[src/rtl/ezrisc_pkg.sv]
// Shared ezRISC register-file types and sizes, used by the register bank,
// the read-select muxes and the decoder.
package ezrisc_pkg;

  localparam int unsigned REG_SIZE   = 32;
  localparam int unsigned NUM_REGS   = 32;
  localparam int unsigned REG_ADDR_W = 5;

  typedef logic [REG_ADDR_W-1:0] reg_addr_t;

  // One-hot select for a destination register; r0 never gets a select bit.
  function automatic logic [NUM_REGS-1:0] rd_onehot(input logic vld, input reg_addr_t rd);
    logic [NUM_REGS-1:0] oh;
    oh = '0;
    if (vld) begin
      oh[rd] = 1'b1;
    end
    oh[0] = 1'b0;
    return oh;
  endfunction

endpackage

[src/rtl/reg_bank_32x32_reg_cell.sv]
// Single register of the bank: async active-high reset, write enable.
module reg_cell
  import ezrisc_pkg::*;
#(
  parameter int unsigned W = REG_SIZE
) (
  input  logic         clk,
  input  logic         reset,
  input  logic         we,
  input  logic [W-1:0] wdata,
  output logic [W-1:0] q
);

  logic [W-1:0] data_q;
  logic [W-1:0] data_d;

  // Next value: load on write enable, otherwise hold.
  always_comb begin
    data_d = data_q;
    if (we) begin
      data_d = wdata;
    end
  end

  // Storage flop.
  always_ff @(posedge clk or posedge reset) begin
    if (reset) begin
      data_q <= '0;
    end else begin
      data_q <= data_d;
    end
  end

  assign q = data_q;

endmodule

[src/rtl/reg_bank_32x32.sv]
// ezRISC architectural register bank: 31 storage registers plus hardwired r0,
// one write-back port, and a per-register pending-write scoreboard (busy).
// Optional macro REG_BANK_WB_BYPASS_EN forwards wb_data combinationally onto
// the addressed output in the write cycle; busy is never bypassed.
module reg_bank_32x32
  import ezrisc_pkg::*;
(
  input  logic                  clk,
  input  logic                  reset,
  input  logic                  wb_valid,
  input  logic [REG_ADDR_W-1:0] wb_rd,
  input  logic [REG_SIZE-1:0]   wb_data,
  input  logic                  issue_valid,
  input  logic [REG_ADDR_W-1:0] issue_rd,
  output logic [REG_SIZE-1:0]   r0,
  output logic [REG_SIZE-1:0]   r1,
  output logic [REG_SIZE-1:0]   r2,
  output logic [REG_SIZE-1:0]   r3,
  output logic [REG_SIZE-1:0]   r4,
  output logic [REG_SIZE-1:0]   r5,
  output logic [REG_SIZE-1:0]   r6,
  output logic [REG_SIZE-1:0]   r7,
  output logic [REG_SIZE-1:0]   r8,
  output logic [REG_SIZE-1:0]   r9,
  output logic [REG_SIZE-1:0]   r10,
  output logic [REG_SIZE-1:0]   r11,
  output logic [REG_SIZE-1:0]   r12,
  output logic [REG_SIZE-1:0]   r13,
  output logic [REG_SIZE-1:0]   r14,
  output logic [REG_SIZE-1:0]   r15,
  output logic [REG_SIZE-1:0]   r16,
  output logic [REG_SIZE-1:0]   r17,
  output logic [REG_SIZE-1:0]   r18,
  output logic [REG_SIZE-1:0]   r19,
  output logic [REG_SIZE-1:0]   r20,
  output logic [REG_SIZE-1:0]   r21,
  output logic [REG_SIZE-1:0]   r22,
  output logic [REG_SIZE-1:0]   r23,
  output logic [REG_SIZE-1:0]   r24,
  output logic [REG_SIZE-1:0]   r25,
  output logic [REG_SIZE-1:0]   r26,
  output logic [REG_SIZE-1:0]   r27,
  output logic [REG_SIZE-1:0]   r28,
  output logic [REG_SIZE-1:0]   r29,
  output logic [REG_SIZE-1:0]   r30,
  output logic [REG_SIZE-1:0]   r31,
  output logic [NUM_REGS-1:0]   busy
);

  logic [NUM_REGS-1:0] wr_en;
  logic [NUM_REGS-1:0] iss_en;
  logic [NUM_REGS-1:0] busy_q;
  logic [NUM_REGS-1:0] busy_d;
  logic [REG_SIZE-1:0] cell_q [1:NUM_REGS-1];
  logic [REG_SIZE-1:0] r_c    [0:NUM_REGS-1];

  // Write-back and issue decoders; bit 0 is always clear so r0 is never touched.
  always_comb begin
    wr_en  = rd_onehot(wb_valid, wb_rd);
    iss_en = rd_onehot(issue_valid, issue_rd);
  end

  // Storage for r1..r31.
  for (genvar g = 1; g < NUM_REGS; g++) begin : g_cell
    reg_cell #(.W(REG_SIZE)) u_cell (
      .clk   (clk),
      .reset (reset),
      .we    (wr_en[g]),
      .wdata (wb_data),
      .q     (cell_q[g])
    );
  end

  // Scoreboard next state: write-back clears, issue sets, issue wins on a tie.
  always_comb begin
    busy_d = busy_q;
    for (int n = 0; n < NUM_REGS; n++) begin
      if (wr_en[n]) begin
        busy_d[n] = 1'b0;
      end
      if (iss_en[n]) begin
        busy_d[n] = 1'b1;
      end
    end
    busy_d[0] = 1'b0;
  end

  // Scoreboard flops.
  always_ff @(posedge clk or posedge reset) begin
    if (reset) begin
      busy_q <= '0;
    end else begin
      busy_q <= busy_d;
    end
  end

  // Output values: stored contents, optionally overridden by the in-flight write.
  always_comb begin
    r_c[0] = '0;
    for (int n = 1; n < NUM_REGS; n++) begin
      r_c[n] = cell_q[n];
`ifdef REG_BANK_WB_BYPASS_EN
      if (wr_en[n]) begin
        r_c[n] = wb_data;
      end
`endif
    end
  end

  assign busy = busy_q;

  assign r0  = r_c[0];
  assign r1  = r_c[1];
  assign r2  = r_c[2];
  assign r3  = r_c[3];
  assign r4  = r_c[4];
  assign r5  = r_c[5];
  assign r6  = r_c[6];
  assign r7  = r_c[7];
  assign r8  = r_c[8];
  assign r9  = r_c[9];
  assign r10 = r_c[10];
  assign r11 = r_c[11];
  assign r12 = r_c[12];
  assign r13 = r_c[13];
  assign r14 = r_c[14];
  assign r15 = r_c[15];
  assign r16 = r_c[16];
  assign r17 = r_c[17];
  assign r18 = r_c[18];
  assign r19 = r_c[19];
  assign r20 = r_c[20];
  assign r21 = r_c[21];
  assign r22 = r_c[22];
  assign r23 = r_c[23];
  assign r24 = r_c[24];
  assign r25 = r_c[25];
  assign r26 = r_c[26];
  assign r27 = r_c[27];
  assign r28 = r_c[28];
  assign r29 = r_c[29];
  assign r30 = r_c[30];
  assign r31 = r_c[31];

endmodule

[config.mk]
export PLATFORM = sky130hd
export DESIGN_NAME = reg_bank_32x32
export DESIGN_NICKNAME = d
export VERILOG_FILES = /design/src/rtl/ezrisc_pkg.sv /design/src/rtl/reg_bank_32x32_reg_cell.sv /design/src/rtl/reg_bank_32x32.sv
export SDC_FILE = /design/constraint.sdc
export NUM_CORES = 2
export LEC_CHECK = 0
export CAP_MARGIN = 5
export CORE_AREA = 2 2 425 427
export DETAILED_ROUTE_END_ITERATION = 10
export DIE_AREA = 0 0 427 429
export DONT_BUFFER_PORTS = 1
export PLACE_DENSITY = 0.45
export SLEW_MARGIN = 20
export SYNTH_ARGS = -nofsm -noshare
export SYNTH_HDL_FRONTEND = slang
export SYNTH_HIERARCHICAL = 1
export SYNTH_SLANG_ARGS = --single-unit
export TNS_END_PERCENT = 100
[constraint.sdc]
create_clock -name clk -period 1.35 [get_ports clk]
set_clock_uncertainty 0.15 [all_clocks]
set_input_delay 0.0675 -clock clk [delete_from_list [all_inputs] [get_ports clk]]
set_output_delay 0.0675 -clock clk [all_outputs]
set_load 0.01 [all_outputs]
Yosys cells after proc, flatten, opt, wreduce, memory -nomap -nowiden

Cells that the tools add are included.

Memories kept: 0
ROM bits: 0
Bits in registers: 1023
Word-level logic and storage cells: 167
Output and inout bits: 1056
Bits in writable memories: 0
Bits in latches: 0

Add/subtract/negate cells: 0
Magnitude comparators: 4
Multipliers: 0
Eq/ne operators: 0
Div/mod/pow operators: 0
Mux-type cells: 68
Reductions and logical operators: 33
Bitwise gates (word level): 0
Shift operators: 0

Operator list:

| cell               | count |
|---|---|
| $mux 1             | 64 |
| $mux 32            | 2 |
| $reduce_bool 2->1  | 31 |
| $lt 5x6->1 const B | 2 |
| $demux 1 s5        | 2 |
| $ge 5x1->1 const B | 2 |
| $logic_and 1x1->1  | 2 |

Depth between registers and ports, before layout

Depth after elaboration: 7
Mapped depth: 6
Gate-level depth less buffers: 3

Modules after synthesis

The synthesis kept the hierarchy.

By module, submodules not included:

| module         | cells an instance | instances | area each (um2) |
|---|---|---|---|
| reg_cell       | 69                | 31        | 1348.8 |
| reg_bank_32x32 | 204               | 1         | 1747.9 |

Least setup slack after synthesis

OpenSTA, ideal clock, no wires.

Kind: input port to flip-flop
Start: input port wb_rd[1]
End: register g_cell[20].u_cell.data_q[0]
Arrival: 1308 ps
Setup time: 125 ps
Slack: -233 ps
Buffers on the path: 3
Data required time: 1075 ps
Stages on the path: 6
Cell sequence: or3b_4 > buf_6 > nor2_1 > buf_6 > buf_12 > mux2_4

Cells in the longest elaborated chain, start to end: 5
Elaborated cells between the ends (all ways): 6
Classes of those cells: order compare: 2; mux: 3; reduce/logical: 1

Ends and longest elaborated chain:

| what                                                                  | RTL line                      | text |
|---|---|---|
| start: declaration                                                    | reg_bank_32x32.sv:11          | `input logic [REG_ADDR_W-1:0] wb_rd,` |
| $lt 5x6->1 (implied by the code) / $ge 5x1->1 (equally long branches) | ezrisc_pkg.sv:16              | `oh[rd] = 1'b1;` |
| $logic_and 1x1->1 (implied by the code)                               | ezrisc_pkg.sv:16              |  |
| $mux 1 (implied by the code)                                          | ezrisc_pkg.sv:16              |  |
| $demux 1 s5 (*)                                                       | ezrisc_pkg.sv:16              |  |
| $mux 32 (*)                                                           | ezrisc_pkg.sv:15              | `if (vld) begin` |
| net wr_en[20]                                                         | reg_bank_32x32.sv:50          | `logic [NUM_REGS-1:0] wr_en;` |
| end signal: assignment                                                | reg_bank_32x32_reg_cell.sv:30 | `data_q <= data_d;` |
| end: declaration                                                      | reg_bank_32x32_reg_cell.sv:14 | `logic [W-1:0] data_q;` |

Mark *: on every way through the listed nets, which the timed path passes. The rest lies on a longest branch.
A chain may end at the register's enable or synchronous reset.

Worst setup path in the final report

Start: register busy_q[14] (netlist: busy[14])
End: output port busy[14]

RTL lines:

| what                     | RTL line             | text |
|---|---|---|
| start: declaration       | reg_bank_32x32.sv:52 | `logic [NUM_REGS-1:0] busy_q;` |
| start signal: assignment | reg_bank_32x32.sv:93 | `busy_q <= busy_d;` |
| end: declaration         | reg_bank_32x32.sv:47 | `output logic [NUM_REGS-1:0] busy` |

No word-level cell between the ends.

==> key figures <==
Setup path
  – Buf/Inv on CP: 1
  – Crit path max-delay family: flip-flops
  – Critical setup path kind: flop to output pin
  – Max incr delay on CP: ~0.4 ns
  – Worst Path Required: about 1.1 ns
  – CP arrival: between 1 and 1.5 ns
  – Startpoint Class: flop
  – CP endpoint kind: output pin
  – Worst path cell trace: buf_6
  – Crit Path Max Fanout: 2
  – CP max-delay cell: dfrtp_1

Clock tree
  – TritonCTS clock tree: yes
  – Clock transition at path regs: around 0.06 ns
  – Clock Path Buffers: 3
  – H-tree levels: 3
  – Clk Latency, worst-skew pair: 0.78 ns
  – Num CTS Buffers: 116
  – Clock Root Buffer: clkbuf_16
  – CTS sink count: about 1000

STA
  – Max Slew Vio Count: 0
  – Endpoints failing hold: 0
  – Slew Limit Headroom: around 50%
  – Hold Slack: 0.03596 ns
  – Worst setup margin: -0.2039 ns
  – Endpoints failing setup: between 1000 and 1500
  – Worst-Margin Slew: ~0.73 ns
  – Fmax: ~640 MHz
  – RSZ-0062 raised after global routing: yes
  – Final period util: 115.1%
  – Min Tclk post-route: roughly 1.6 ns

Synth
  – Cells after Synth: between 2000 and 2500
  – Post-synthesis cell type count: 27
  – Post-synthesis async set-or-reset flop share: 100.0%
  – Flops & latches, synth: ~1000
  – Post-synth top area share: roughly 60%
  – Syn_area_per_cell: about 19 µm²
  – Seq/Total Area, Yosys: a little under 60%
  – Synthesized area: approximately 44000 µm²
  – Commonest cells in the netlist: dfrtp_1 (1023), mux2_4 (930), buf_12 (93), mux2_2 (62)
  – Ys flop type: dfrtp_1
  – Yosys Warn Count: 6
  – Most common cell in the synthesized netlist: dfrtp_1
  – Post-synth EDFFs: 0
  – Largest area contributor in the netlist: dfrtp_1
  – Top post-synthesis cells by area: dfrtp_1 (59%), mux2_4 (32%), buf_12 (4.3%)

Drt
  – Post-DR wirelength/cell: ~34 µm
  – Routed WL: ~170000 µm
  – Vias per inst: ~4.4
  – Max layer used: met4
  – Routed wl met3: between 10000 and 15000 µm
  – Drt pass-1 iters: 7
  – Number of DRC markers in iteration 0: 1575
  – Drc violations: 0
  – Metal2 WL: between 80000 and 90000 µm
  – Remaining antenna violation count: 0
  – Vias post-DR: between 20000 and 25000
  – M1 wire length: between 60000 and 70000 µm

GRT
  – Vias in the first global route: between 20000 and 25000
  – Initial antenna violation count: 8
  – Global-route wire length before repair: about 230000 µm
  – Largest net degree at the start of global routing: 33
  – GRT overflow: 0
  – Gr usage total: between 15 and 20%

Final layout
  – Register area: roughly 26000 µm²
  – Multi-input gate area: ~16000 µm²
  – Nets: ~2700
  – Ratio of cells with drive above 1 in the final layout: approximately 68%
  – Area grow syn2layout: 21.87%
  – Filler cells: 17520

Power
  – LEAKAGE: roughly 23 nW
  – Power, Total: a little over 90 mW
  – VDD IR-drop max: 0.001062 V
  – Power Density: ~1700 nW/µm²

Placement
  – Routability cong.: 0.7885
  – # port buffers: 0
  – Place WS: -0.4137 ns
  – Final HPWL DP: 107600 µm

Outcome
  – Violated checks: negative setup slack
  – Status: finished with violations

Die
  – Core Rows: ~160
  – # IOs: between 1000 and 1500
  – Die W: about 430 µm
  – Core ar.: about 180000 µm²
  – Die ar.: 183200 µm²
  – Die height: about 430 µm
  – Starting Density: approximately 24%

Run
  – Max Cap Violations: 0

Hold path
  – Min-delay worst type: primary input to flop
path summary, 6_finish.rpt:
kind / startpoint / endpoint / slack [ns] / depth (start not counted)
max: busy[14] / busy[14] / -0.20 / 1
min: wb_rd[1] / busy[23] / 0.04 / 5
max reg2reg: g_cell[12].u_cell/q[14] / g_cell[12].u_cell/q[14] / 0.32 / 1
min reg2reg: busy[6] / busy[6] / 0.36 / 2
max in group asynchronous: reset / g_cell[17].u_cell/q[30] / -0.04 / 8
min in group asynchronous: reset / g_cell[27].u_cell/q[9] / 0.08 / 8
what timing repair did:
| item | in CTS | in global routing |
|---|---|---|
| endpoints found under the hold margin | 2046 | 5 |
| resized for setup | 396 | 39 |
| setup endpoints to repair | 1023 | 2106 |
| buffers inserted | 0 | 2 |
| pin swaps | 0 | 1 |
| cloned | 0 | 2 |
| hold buffers | 96 | 2 |
per-stage QoR:
| stage | setup TNS [ns] | util (%) | area [µm²] | instances |
|---|---|---|---|---|
| global placement | -281.20 | 26.25 | 46740 | 4760 |
| detailed placement | -282.24 | 26.25 | 46740 | 4760 |
| finish | -71.42 | 29.82 | 53090 | 5083 |
| CTS | -289.56 | 29.72 | 52920 | 5072 |
| global route | -150.53 | 29.81 | 53080 | 5078 |
| floorplan | -155.96 | - | 43800 | 2375 |
cell type report:
cell class,instances,area share [%]
Antenna cell,5,0.02357
Inverter,33,0.2333
Sequential cell,1023,49.18
Timing Repair Buffer,299,7.973
Clock buffer,181,6.651
Tap cell,2355,5.550
Multi-Input combinational cell,1152,29.53
Clock inverter,35,0.8555
cells by family (layout without fill, tap and decap cells):
family                 Yosys count  after routing  synth area share, %
buffers and inverters          200            548                6.061
AND/OR/NAND/NOR                 72             72               0.8301
multiplexers                   992            992                33.66
AO/OA/AOI/OAI                   55             55               0.6750
flip-flops                    1023           1023                58.77
other                            1             38             0.008609
sequential cells by signal, summed over array words and instances (netlist names):
| name | cells |
|---|---|
| g_cell.u_cell/q | 992 |
| busy | 31 |
placed cells by master (no fill, tap or decap), drive strengths merged, types with 4 or more instances in the layout:
cell,count
clkinv,24
nand3b,9
mux2,992
conb,33
o21ai,51
dlymetal6s4s,7
or3b,5
nor2,32
nand3,5
o41ai,4
bufinv,7
dlygate4sd3,51
diode,5
clkbuf,183
dfrtp,1023
inv,36
buf,239
nand2,14
per-layer routing:
layer | GRT usage, % | vias to the layer above
met5 | 0 | -
met4 | 5.784 | 0
li1 | - | 8720
met3 | 5.041 | 251
met2 | 31.65 | 964
met1 | 22.34 | 12330
where the power goes:
part	internal, mW	switching, mW
Sequential	37.2	9.79
Clock	19.3	13.8
Combinational	8.21	4.44
(Power assumes the default switching activity.)
